===== src/rtl/uart_cmd_router_pkg.sv =====
// -----------------------------------------------------------------------------
// uart_cmd_router_pkg
// Shared definitions for the UART command router:
//   - FSM state encodings (3-bit, exposed on the router's dbg_state port)
//   - the byte that marks a timeout NAK
//   - a saturating 8-bit increment used by the error counter
// -----------------------------------------------------------------------------
package uart_cmd_router_pkg;

  localparam int STATE_W = 3;

  localparam logic [2:0] ST_IDLE     = 3'd0;
  localparam logic [2:0] ST_CHECK    = 3'd1;
  localparam logic [2:0] ST_DISPATCH = 3'd2;
  localparam logic [2:0] ST_WAIT_RSP = 3'd3;
  localparam logic [2:0] ST_SEND     = 3'd4;

  // Third byte of a NAK frame raised because a channel never answered.
  localparam logic [7:0] NAK_TIMEOUT_MARK = "T";

  function automatic logic [7:0] sat_inc8(input logic [7:0] v);
    return (v == 8'hFF) ? v : v + 8'd1;
  endfunction

endpackage


===== src/rtl/uart_cmd_router_matcher.sv =====
// -----------------------------------------------------------------------------
// uart_cmd_router_matcher
// Combinational lookup of an opcode byte in a packed opcode table.
// Channel i owns OPCODES[8i +: 8]. When several entries match, the lowest
// channel index wins.
// Ports:
//   opcode_i  in   8       opcode byte to look up
//   hit_o     out  1       at least one table entry matched
//   idx_o     out  IDX_W   lowest matching channel index (0 when no hit)
// -----------------------------------------------------------------------------
module uart_cmd_router_matcher #(
  parameter int                  NUM_CH  = 4,
  parameter int                  IDX_W   = 2,
  parameter logic [NUM_CH*8-1:0] OPCODES = {"D", "C", "B", "A"}
) (
  input  logic [7:0]       opcode_i,
  output logic             hit_o,
  output logic [IDX_W-1:0] idx_o
);

  // Scan from the top down so the last assignment is the lowest index.
  always_comb begin
    hit_o = 1'b0;
    idx_o = '0;
    for (int i = NUM_CH - 1; i >= 0; i--) begin
      if (OPCODES[8*i +: 8] == opcode_i) begin
        hit_o = 1'b1;
        idx_o = IDX_W'(i);
      end
    end
  end

endmodule


===== src/rtl/uart_cmd_router.sv =====
// -----------------------------------------------------------------------------
// uart_cmd_router
// Accepts whole UART RX frames, validates them (byte0 opcode must equal the
// last-byte trailer), routes the payload to the channel whose opcode matches,
// optionally waits for that channel's response frame and then pulses the UART
// TX trigger. Unknown opcodes and unanswered commands produce NAK frames;
// malformed frames are dropped. Every error bumps a saturating counter.
//
// Ports:
//   clk, reset    system clock, synchronous active-high reset
//   frame_valid   in   RX frame available
//   frame_ready   out  router can accept a frame (IDLE and not in reset)
//   frame_data    in   RX frame, byte0 in the LSBs
//   cmd_valid     out  one-hot command request
//   cmd_ready     in   per-channel accept
//   cmd_payload   out  bytes 1..FRAME_BYTES-2 of the dispatched frame
//   rsp_valid     in   per-channel response strobe
//   rsp_data      in   channel i response at [i*FRAME_BYTES*8 +: FRAME_BYTES*8]
//   tx_busy       in   UART TX cannot take a frame
//   tx_trigger    out  one-cycle send pulse
//   tx_data       out  frame to transmit, held from SEND entry until next SEND
//   err_count     out  saturating error count
//   dbg_state     out  current FSM state (ST_* encodings from the package)
//
// Handshakes: a transfer happens on a rising clk edge where valid and ready
// are both high. Once cmd_valid is raised it stays high, with cmd_payload
// stable, until that transfer (or a timeout withdraws it). frame_valid and
// rsp_valid are only looked at in the states that consume them.
// -----------------------------------------------------------------------------
module uart_cmd_router
  import uart_cmd_router_pkg::*;
#(
  parameter int                  FRAME_BYTES = 18,
  parameter int                  NUM_CH      = 4,
  parameter logic [NUM_CH*8-1:0] OPCODES     = {"D", "C", "B", "A"},
  parameter logic [NUM_CH-1:0]   RSP_MASK    = 4'b1001,
  parameter int                  TIMEOUT     = 1024,
  parameter logic [7:0]          NAK_CHAR    = "?"
) (
  input  logic                            clk,
  input  logic                            reset,
  input  logic                            frame_valid,
  output logic                            frame_ready,
  input  logic [FRAME_BYTES*8-1:0]        frame_data,
  output logic [NUM_CH-1:0]               cmd_valid,
  input  logic [NUM_CH-1:0]               cmd_ready,
  output logic [(FRAME_BYTES-2)*8-1:0]    cmd_payload,
  input  logic [NUM_CH-1:0]               rsp_valid,
  input  logic [NUM_CH*FRAME_BYTES*8-1:0] rsp_data,
  input  logic                            tx_busy,
  output logic                            tx_trigger,
  output logic [FRAME_BYTES*8-1:0]        tx_data,
  output logic [7:0]                      err_count,
  output logic [STATE_W-1:0]              dbg_state
);

  localparam int FW    = FRAME_BYTES * 8;
  localparam int PW    = (FRAME_BYTES - 2) * 8;
  localparam int IDX_W = (NUM_CH > 1) ? $clog2(NUM_CH) : 1;
  localparam int CNT_W = $clog2(TIMEOUT);
  localparam logic [CNT_W-1:0] CNT_LAST = CNT_W'(TIMEOUT - 1);

  logic [STATE_W-1:0] state_q, state_d;
  logic [FW-1:0]      frame_q, frame_d;
  logic [IDX_W-1:0]   idx_q, idx_d;
  logic [NUM_CH-1:0]  cmd_valid_q, cmd_valid_d;
  logic [PW-1:0]      cmd_payload_q, cmd_payload_d;
  logic [CNT_W-1:0]   cnt_q, cnt_d;
  logic [FW-1:0]      tx_data_q, tx_data_d;
  logic               tx_trigger_q, tx_trigger_d;
  logic [7:0]         err_q, err_d;

  logic [7:0]         opcode;
  logic [7:0]         trailer;
  logic               m_hit;
  logic [IDX_W-1:0]   m_idx;
  logic               expired;

  assign opcode  = frame_q[7:0];
  assign trailer = frame_q[FW-1 -: 8];
  assign expired = (cnt_q == CNT_LAST);

  uart_cmd_router_matcher #(
    .NUM_CH (NUM_CH),
    .IDX_W  (IDX_W),
    .OPCODES(OPCODES)
  ) u_matcher (
    .opcode_i(opcode),
    .hit_o   (m_hit),
    .idx_o   (m_idx)
  );

  // NAK frame: {NAK_CHAR, opcode, code, zeros...}; code is 0 for an unknown
  // opcode and NAK_TIMEOUT_MARK for a channel that never answered.
  function automatic logic [FW-1:0] nak_frame(input logic [7:0] op,
                                              input logic [7:0] code);
    logic [FW-1:0] f;
    f        = '0;
    f[7:0]   = NAK_CHAR;
    f[15:8]  = op;
    f[23:16] = code;
    return f;
  endfunction

  always_comb begin
    state_d       = state_q;
    frame_d       = frame_q;
    idx_d         = idx_q;
    cmd_valid_d   = cmd_valid_q;
    cmd_payload_d = cmd_payload_q;
    cnt_d         = cnt_q;
    tx_data_d     = tx_data_q;
    tx_trigger_d  = 1'b0;
    err_d         = err_q;

    case (state_q)
      ST_IDLE: begin
        if (frame_valid && frame_ready) begin
          frame_d = frame_data;
          state_d = ST_CHECK;
        end
      end

      ST_CHECK: begin
        if (trailer != opcode) begin
          err_d   = sat_inc8(err_q);
          state_d = ST_IDLE;
        end else if (!m_hit) begin
          tx_data_d = nak_frame(opcode, 8'h00);
          err_d     = sat_inc8(err_q);
          state_d   = ST_SEND;
        end else begin
          idx_d         = m_idx;
          cmd_valid_d   = NUM_CH'(1) << m_idx;
          cmd_payload_d = frame_q[8 +: PW];
          cnt_d         = '0;
          state_d       = ST_DISPATCH;
        end
      end

      // The counter stops at CNT_LAST: a handshake that lands on the expiry
      // cycle still wins, and WAIT_RSP then times out on its very next cycle
      // unless the response is already there.
      ST_DISPATCH: begin
        if (!expired) cnt_d = cnt_q + CNT_W'(1);
        if (cmd_ready[idx_q]) begin
          cmd_valid_d = '0;
          state_d     = RSP_MASK[idx_q] ? ST_WAIT_RSP : ST_IDLE;
        end else if (expired) begin
          cmd_valid_d = '0;
          tx_data_d   = nak_frame(opcode, NAK_TIMEOUT_MARK);
          err_d       = sat_inc8(err_q);
          state_d     = ST_SEND;
        end
      end

      ST_WAIT_RSP: begin
        if (!expired) cnt_d = cnt_q + CNT_W'(1);
        if (rsp_valid[idx_q]) begin
          tx_data_d = rsp_data[int'(idx_q) * FW +: FW];
          state_d   = ST_SEND;
        end else if (expired) begin
          tx_data_d = nak_frame(opcode, NAK_TIMEOUT_MARK);
          err_d     = sat_inc8(err_q);
          state_d   = ST_SEND;
        end
      end

      ST_SEND: begin
        if (!tx_busy) begin
          tx_trigger_d = 1'b1;
          state_d      = ST_IDLE;
        end
      end

      default: state_d = ST_IDLE;
    endcase
  end

  always_ff @(posedge clk) begin
    if (reset) begin
      state_q       <= ST_IDLE;
      frame_q       <= '0;
      idx_q         <= '0;
      cmd_valid_q   <= '0;
      cmd_payload_q <= '0;
      cnt_q         <= '0;
      tx_data_q     <= '0;
      tx_trigger_q  <= 1'b0;
      err_q         <= '0;
    end else begin
      state_q       <= state_d;
      frame_q       <= frame_d;
      idx_q         <= idx_d;
      cmd_valid_q   <= cmd_valid_d;
      cmd_payload_q <= cmd_payload_d;
      cnt_q         <= cnt_d;
      tx_data_q     <= tx_data_d;
      tx_trigger_q  <= tx_trigger_d;
      err_q         <= err_d;
    end
  end

  assign frame_ready = (state_q == ST_IDLE) & ~reset;
  assign cmd_valid   = cmd_valid_q;
  assign cmd_payload = cmd_payload_q;
  assign tx_trigger  = tx_trigger_q;
  assign tx_data     = tx_data_q;
  assign err_count   = err_q;
  assign dbg_state   = state_q;

endmodule


===== config.mk =====
export PLATFORM = sky130hd
export DESIGN_NAME = uart_cmd_router
export DESIGN_NICKNAME = d
export VERILOG_FILES = /design/src/rtl/uart_cmd_router_pkg.sv /design/src/rtl/uart_cmd_router_matcher.sv /design/src/rtl/uart_cmd_router.sv
export SDC_FILE = /design/constraint.sdc
export NUM_CORES = 1
export LEC_CHECK = 0
export CORE_AREA = 2 2 399 401
export DETAILED_ROUTE_END_ITERATION = 7
export DIE_AREA = 0 0 401 403
export GPL_ROUTABILITY_DRIVEN = 0
export HOLD_SLACK_MARGIN = 0.02
export PLACE_DENSITY_LB_ADDON = 0.25
export SETUP_SLACK_MARGIN = 0.4
export SLEW_MARGIN = 20
export SYNTH_ARGS = -nofsm -noshare
export SYNTH_HDL_FRONTEND = slang
export SYNTH_SLANG_ARGS = --single-unit
export TNS_END_PERCENT = 100

===== constraint.sdc =====
create_clock -name clk -period 2.3 [get_ports clk]
set_input_delay 0.575 -clock clk [delete_from_list [all_inputs] [get_ports clk]]
set_output_delay 0.575 -clock clk [all_outputs]
set_load 0.1 [all_outputs]

---- After elaboration in Yosys (flattened, before gate mapping) ----
Index checks and enable logic that the tools add are counted.
word-level totals
  bits in registers ....................... 444
  bits of input ports ..................... 732
  output and inout bits ................... 289
  logic and storage cells ................. 100
operators by class
  add/sub/neg operators ................... 2
  $mul .................................... 1
  magnitude comparators ................... 1
  equality and inequality tests ........... 21
  shifts and indexed selects .............. 2
  multiplexer cells ....................... 46
  bitwise gates (word level) .............. 4
  reductions and logical operators ........ 14
operator list
  cell                                                  number
  2-to-1 mux 144 bit                                    5
  variable part select 576 x 11 -> 144 bit              1
  case mux 144 bit (3 select lines)                     1
  2-to-1 mux 8 bit                                      6
  equality test 7 x 8 -> 1 bit (first input constant)   4
  2-to-1 mux 10 bit                                     3
  case mux 8 bit (3 select lines)                       1
  2-to-1 mux 3 bit                                      7
  case mux 10 bit (2 select lines)                      1
  2-to-1 mux 4 bit                                      4
  != test 2 bit (second input constant)                 8
  AND reduction 4 bit                                   4
  case mux 3 bit (5 select lines)                       1
  adder 10 x 1 -> 10 bit (second input constant)        1
  equality test 10 bit (second input constant)          1
  2-to-1 mux 2 bit                                      5
  adder 8 x 1 -> 8 bit (second input constant)          1
  equality test 8 bit (second input constant)           1
  2-to-1 mux 1 bit                                      8
  != test 8 bit                                         1
  case mux 4 bit (2 select lines)                       1
  binary-select mux 1 bit (select 2 bit)                3
  equality test 3 x 2 -> 1 bit (second input constant)  2
  multiplier 2 x 4 -> 6 bit (second input constant)     1
  other kinds (14)                                      20

---- Depth between registers and ports, before layout ----
  word-level depth ........................ 9
  depth in mapped cells ................... 10
  mapped depth without buffers ............ 6

---- Cells and area by module ----
A second synthesis with hierarchy kept.
second synthesis, totals
  cell total of the unflattened synthesis .. 1952
  area total of the unflattened synthesis .. 18985.7 um^2
by module, submodules not included
  module                   instances  cells an instance  area each (um^2)  sequential area each (um^2)
  uart_cmd_router          1          1944               18911.9           8888.5
  uart_cmd_router_matcher  1          8                  73.8              0.0

---- Worst setup path before layout ----
OpenSTA, ideal clock, no wires.
  kind .................................... reg2reg
  from .................................... register state_q[0] (netlist: dbg_state[0])
  to ...................................... register frame_q[0]
  setup time .............................. 113 ps
  data arrival time ....................... 5245 ps
  required time ........................... 2187 ps
  setup slack ............................. -3058 ps
  stages on the path, launching flop included .. 8
  buffers on the path ..................... 3
  period minus slack after synthesis ...... 5358 ps
  path through ............................ dfxtp_1 > clkbuf_1 > nor4_1 > nand2_1 > clkbuf_1 > clkbuf_1 > nand3_1 > nand2_1
between the ends
  cells in the longest elaborated chain, start to end .. 4
ends and longest elaborated chain
  item                                  RTL line                text
  from (decl)                           uart_cmd_router.sv:63   logic [STATE_W-1:0] state_q, state_d;
  from (signal assigned)                uart_cmd_router.sv:192  state_q <= state_d;
  zero test 3 bit                       uart_cmd_router.sv:204  assign frame_ready = (state_q == ST_IDLE) & ~reset;
  bitwise AND 1 bit                     uart_cmd_router.sv:204
  via frame_ready                       uart_cmd_router.sv:43   output logic frame_ready,
  logical AND 1 bit                     uart_cmd_router.sv:118  if (frame_valid && frame_ready) begin
  AND reduction 2 bit (no source line)  -
  to (signal assigned)                  uart_cmd_router.sv:193  frame_q <= frame_d;
  to (decl)                             uart_cmd_router.sv:64   logic [FW-1:0] frame_q, frame_d;
The timed path passes the listed nets, and every way through them passes these cells.
A chain may end at the register's enable or synchronous reset.

---- Worst setup path after layout ----
  from .................................... register frame_q[3]
  to ...................................... register err_q[2] (netlist: err_count[2])
between the ends
  cells in the longest elaborated chain, start to end .. 7
  elaborated cells between the ends (all ways) .. 13
  those cells by class .................... eq/ne (6); mux (6); reduce/logical (1)
ends and longest elaborated chain
  item                                  RTL line                       text
  equality test 7 x 8 -> 1 bit          uart_cmd_router_matcher.sv:26  if (OPCODES[8*i +: 8] == opcode_i) begin
  2-to-1 mux 1 bit (4 in a row)         uart_cmd_router_matcher.sv:26
  != test 3 bit (no source line)        -
  AND reduction 4 bit (no source line)  -
  to (signal assigned)                  uart_cmd_router.sv:200         err_q <= err_d;
  to (decl)                             uart_cmd_router.sv:71          logic [7:0] err_q, err_d;
Parallel ways exist; a longest one is shown, timed or not.

==> results by stage <==
Route:
- The total iterations of the first detailed-routing run is 5.
- Detailed routing inserted a total of 20921 vias.
- The violation count after the first detailed-routing iteration is 1201.
- After detailed routing, the average wire length per cell comes to 27.0 um.
- The count of nets left with antenna violations once routing finished came out at 0.
- The aggregate routed wire length is 142000 um.
- The via count normalized by instance count is 3.98.
- After detailed routing, the number of remaining DRC violations is 0.

GRT:
- The number of antenna violations at the first check in global routing is 60.
- The pin count of the biggest net entering global routing is 91.
- The total routing resource utilization after global routing is 16.3%.
- The via count of the first global-routing pass is 20674.
- The first global-routing pass estimated 182000 um of wire.
- The global-route congestion overflow total is 0.

Timing:
- Across the routed clock network, the largest skew measured is 0.0270 ns.
- The total count of hold-check failures in the final report is 0.
- Hold is met by 0.419 ns.
- The top achievable clock speed is 0.399 GHz.
- The final cycle utilization of the critical path is 109%.
- The measured slew at the worst slew-check pin is 0.680 ns.
- The final total negative setup slack is -24.18 ns.
- Setup repair after global routing could not meet its margin everywhere.
- The max-slew violation count is 0.
- Setup slack on the critical path of the routed design comes to -0.204 ns.
- The worst pin sits at a relative slew slack of 54.4%.
- The final critical path time including I/O delays and setup is 2.50 ns.
- The setup violation total in the final timing report is 275.

Placement:
- The post-placement cell count is 5100.
- During placement, the flow inserted port buffers numbering 1020.
- The post-placement cell area is 0.0328 sq mm.
- The detailed-placement wirelength estimate is 115000 um.

Floorplanning:
- For this configuration, the core starts out at a cell density of 12.3%.
- The die is 403 um tall.
- The width of the die is 401 um.
- The initialized floorplan defines 146 standard-cell rows.
- The core box area is 0.157 sq mm.
- The die covers 0.162 sq mm.
- The number of primary I/O pins is 1021.

Outcome:
- The flow ran to the end, but the final reports show violations.
- The checks that failed: negative setup slack.

Finish:
- The area of the multi-input gates is 0.0106 sq mm.
- The share of post-route cells with drive strength above 1 is 28.1%.
- Fill cells in the final layout number 17114.
- The layout overhead on the synthesized area is 88.3%.
- The total area of sequential cells is 0.00891 sq mm.
- The final design instance area without fill is 0.0365 sq mm.
- For this run, the number of standard cells in the final layout without fillers is 5262.
- At the end of the flow, the number of nets in the layout was 3874.
- Once layout is complete, the utilization of the core stands at 23.2%.

Clock network:
- The sink count of the clock tree is 444.
- In this run the deepest clock path goes through 3 buffers.
- The maximum level of the CTS H-tree is 2.
- The number of buffers created by CTS is 56.
- TritonCTS built the clock tree.
- The clock-pin slew reported for the worst setup and hold paths after clock tree synthesis is 0.06 ns.
- The tree is rooted in a sky130_fd_sc_hd__clkbuf_16.
- After clock tree synthesis, the flow added hold-fix buffers numbering 0.
- Clock latency on the worst-skew pair, taken at its later pin, is 0.65 ns.

Hold path:
- The path class of the tightest hold or removal check is input pin to flop.

Synthesis:
- The number of synthesized flops with an enable pin is 0.
- After synthesis the cells add up to 0.0194 sq mm.
- Of the synthesized area, sequential elements account for 45.9%.
- In this run, synthesis produced a sequential element count of 444.
- The average size of a mapped cell is 9.40 sq um.
- The total nets after synthesis is 2797.
- The number of instances in the synthesized netlist is 2063.
- During synthesis, Yosys emitted a total of 0 warnings.
- Counting distinct cell types in the post-synthesis netlist gives 61.
- Among all flip-flop cells after synthesis, the most frequent one is sky130_fd_sc_hd__dfxtp_1.
- The async set-reset flop share out of synthesis is 0%.

Worst setup path:
- Of all nets on the critical path, the largest fanout is 4.
- STA classifies the critical path startpoint as a flop.
- The endpoint required time on the critical path is 2.83 ns.
- The arrival time at the worst endpoint is 3.03 ns.
- STA classifies the critical path endpoint as a flop.
- The critical path in this run is classified as flop to flop.

Job:
- Max-cap violations in this run came to 0.

Pwr:
- The peak supply drop is 573 uV.
- Summed over all cells, the static leakage comes to 0.0142 uW.
- The power per cell area is 549 mW/mm^2.
## cells in the final DEF (no fill, tap or decap), types with 4 or more instances in the layout
master,instances
sky130_fd_sc_hd__a31oi_1,4
sky130_fd_sc_hd__a211oi_1,6
sky130_fd_sc_hd__clkbuf_16,79
sky130_fd_sc_hd__nand2_4,51
sky130_fd_sc_hd__diode_2,8
sky130_fd_sc_hd__a21oi_2,85
sky130_fd_sc_hd__dfxtp_2,6
sky130_fd_sc_hd__nand2_1,531
sky130_fd_sc_hd__dfxtp_1,434
sky130_fd_sc_hd__o31ai_1,38
sky130_fd_sc_hd__nand3_1,147
sky130_fd_sc_hd__clkbuf_8,4
sky130_fd_sc_hd__nand4_1,7
sky130_fd_sc_hd__o22ai_1,17
sky130_fd_sc_hd__mux2i_1,34
sky130_fd_sc_hd__nor2b_1,8
sky130_fd_sc_hd__dfxtp_4,4
sky130_fd_sc_hd__mux2_2,8
sky130_fd_sc_hd__and3_1,8
sky130_fd_sc_hd__buf_12,91
sky130_fd_sc_hd__xor2_1,8
sky130_fd_sc_hd__a21o_1,4
sky130_fd_sc_hd__mux4_2,130
sky130_fd_sc_hd__buf_16,4
sky130_fd_sc_hd__clkdlybuf4s50_1,730
sky130_fd_sc_hd__buf_6,13
sky130_fd_sc_hd__buf_4,342
sky130_fd_sc_hd__nand2_2,17
sky130_fd_sc_hd__a22o_1,102
sky130_fd_sc_hd__nor2_1,21
sky130_fd_sc_hd__clkbuf_1,20
sky130_fd_sc_hd__nor3_1,12
sky130_fd_sc_hd__xnor2_1,9
sky130_fd_sc_hd__o21ai_0,10
sky130_fd_sc_hd__clkinvlp_4,4
sky130_fd_sc_hd__a21oi_1,94
sky130_fd_sc_hd__clkinv_2,8
## metal layers
metal / part of all wire (%) / up-vias / track usage [%] / wire length, um
li1: - / 9560 / - / -
met3: 7.6 / 209 / 5.49 / 10700
met2: 51 / 784 / 29.4 / 72100
met5: 0.22 / - / 0 / 315
met4: 3.9 / 48 / 5.88 / 5590
met1: 38 / 10320 / 17.7 / 53500
## through the flow
step | total power [uW] | setup slack (ns)
2_1_floorplan | 9170 | -0.401
3_3_place_gp | 11100 | -0.491
3_5_place_dp | 11100 | -0.550
4_1_cts | 20100 | -0.201
5_1_grt | 20800 | -0.290
6_report | 20000 | -0.204
## sequential cells by signal, indices dropped and copies added, names as in the netlist
signal       count
cmd_payload    128
cmd_valid        4
cnt_q           10
dbg_state        3
err_count        8
frame_q        144
idx_q            2
tx_data        144
tx_trigger       1
## where the power goes
part / switching (uW) / internal (uW) / total, uW
Clock: 3810 / 4940 / 8750
Sequential: 175 / 7930 / 8100
Combinational: 1380 / 1790 / 3180
## timing repair
action / 4_1_cts / 5_1_grt
endpoints found under the setup margin: 583 / 682
pin swaps: 16 / 150
cloned: 0 / 33
resized for setup: 15 / 261
buffers inserted: 2 / 19
## final cells by class
class / count / share of cell area (%)
antenna: 8 / 0.0549
clock buffer: 81 / 4.27
clock inverter: 19 / 0.566
inverter: 4 / 0.0549
multi-input combinational: 1429 / 29.2
sequential: 444 / 24.4
tap: 2072 / 7.10
timing repair buffer: 1205 / 34.4
## critical path, cell delays in order (launching register included)
cell	delay, ns
sky130_fd_sc_hd__dfxtp_2	0.33
sky130_fd_sc_hd__or4b_1	0.50
sky130_fd_sc_hd__a2111o_1	0.46
sky130_fd_sc_hd__buf_6	0.14
sky130_fd_sc_hd__nor3_4	0.18
sky130_fd_sc_hd__buf_12	0.16
sky130_fd_sc_hd__clkbuf_16	0.15
sky130_fd_sc_hd__buf_12	0.11
sky130_fd_sc_hd__nor4b_1	0.05
sky130_fd_sc_hd__mux2_2	0.29
## kinds of logic after synthesis
group	share of synthesized area [%]
buf+inv	4.06
simple gates	18.5
compound gates	13.3
mux	17.4
xor+xnor	0.768
fa+ha+maj	0.129
flops	45.9
## path summary, 6_finish.rpt
kind / startpoint / to / slack [ns] / cells after the start
worst max-delay path: frame_q[3]$_SDFFE_PP0P_ / err_count[2]$_SDFFE_PP0P_ / -0.20 / 9
worst min-delay path: reset / cnt_q[0]$_SDFFE_PP0P_ / 0.42 / 3
worst max register to register: frame_q[3]$_SDFFE_PP0P_ / err_count[2]$_SDFFE_PP0P_ / -0.20 / 9
worst min register to register: cmd_payload[7]$_SDFFE_PP0P_ / cmd_payload[7]$_SDFFE_PP0P_ / 0.45 / 2
## synth_stat cells, types with 11 or more instances
cell	count	area share [%]
sky130_fd_sc_hd__nand3_1	150	3.9
sky130_fd_sc_hd__clkbuf_1	124	2.4
sky130_fd_sc_hd__mux4_2	130	15
sky130_fd_sc_hd__nor3_1	14	0.36
sky130_fd_sc_hd__o22ai_1	17	0.55
sky130_fd_sc_hd__nand2_1	601	12
sky130_fd_sc_hd__buf_1	20	0.39
sky130_fd_sc_hd__mux2i_1	36	1.9
sky130_fd_sc_hd__o31ai_1	39	1.5
sky130_fd_sc_hd__dfxtp_1	444	46
sky130_fd_sc_hd__a22o_1	102	4.6
sky130_fd_sc_hd__nor2_1	23	0.45
sky130_fd_sc_hd__buf_2	35	0.90
sky130_fd_sc_hd__o21ai_0	11	0.28
sky130_fd_sc_hd__a21oi_1	179	4.6
(Power assumes the default switching activity.)
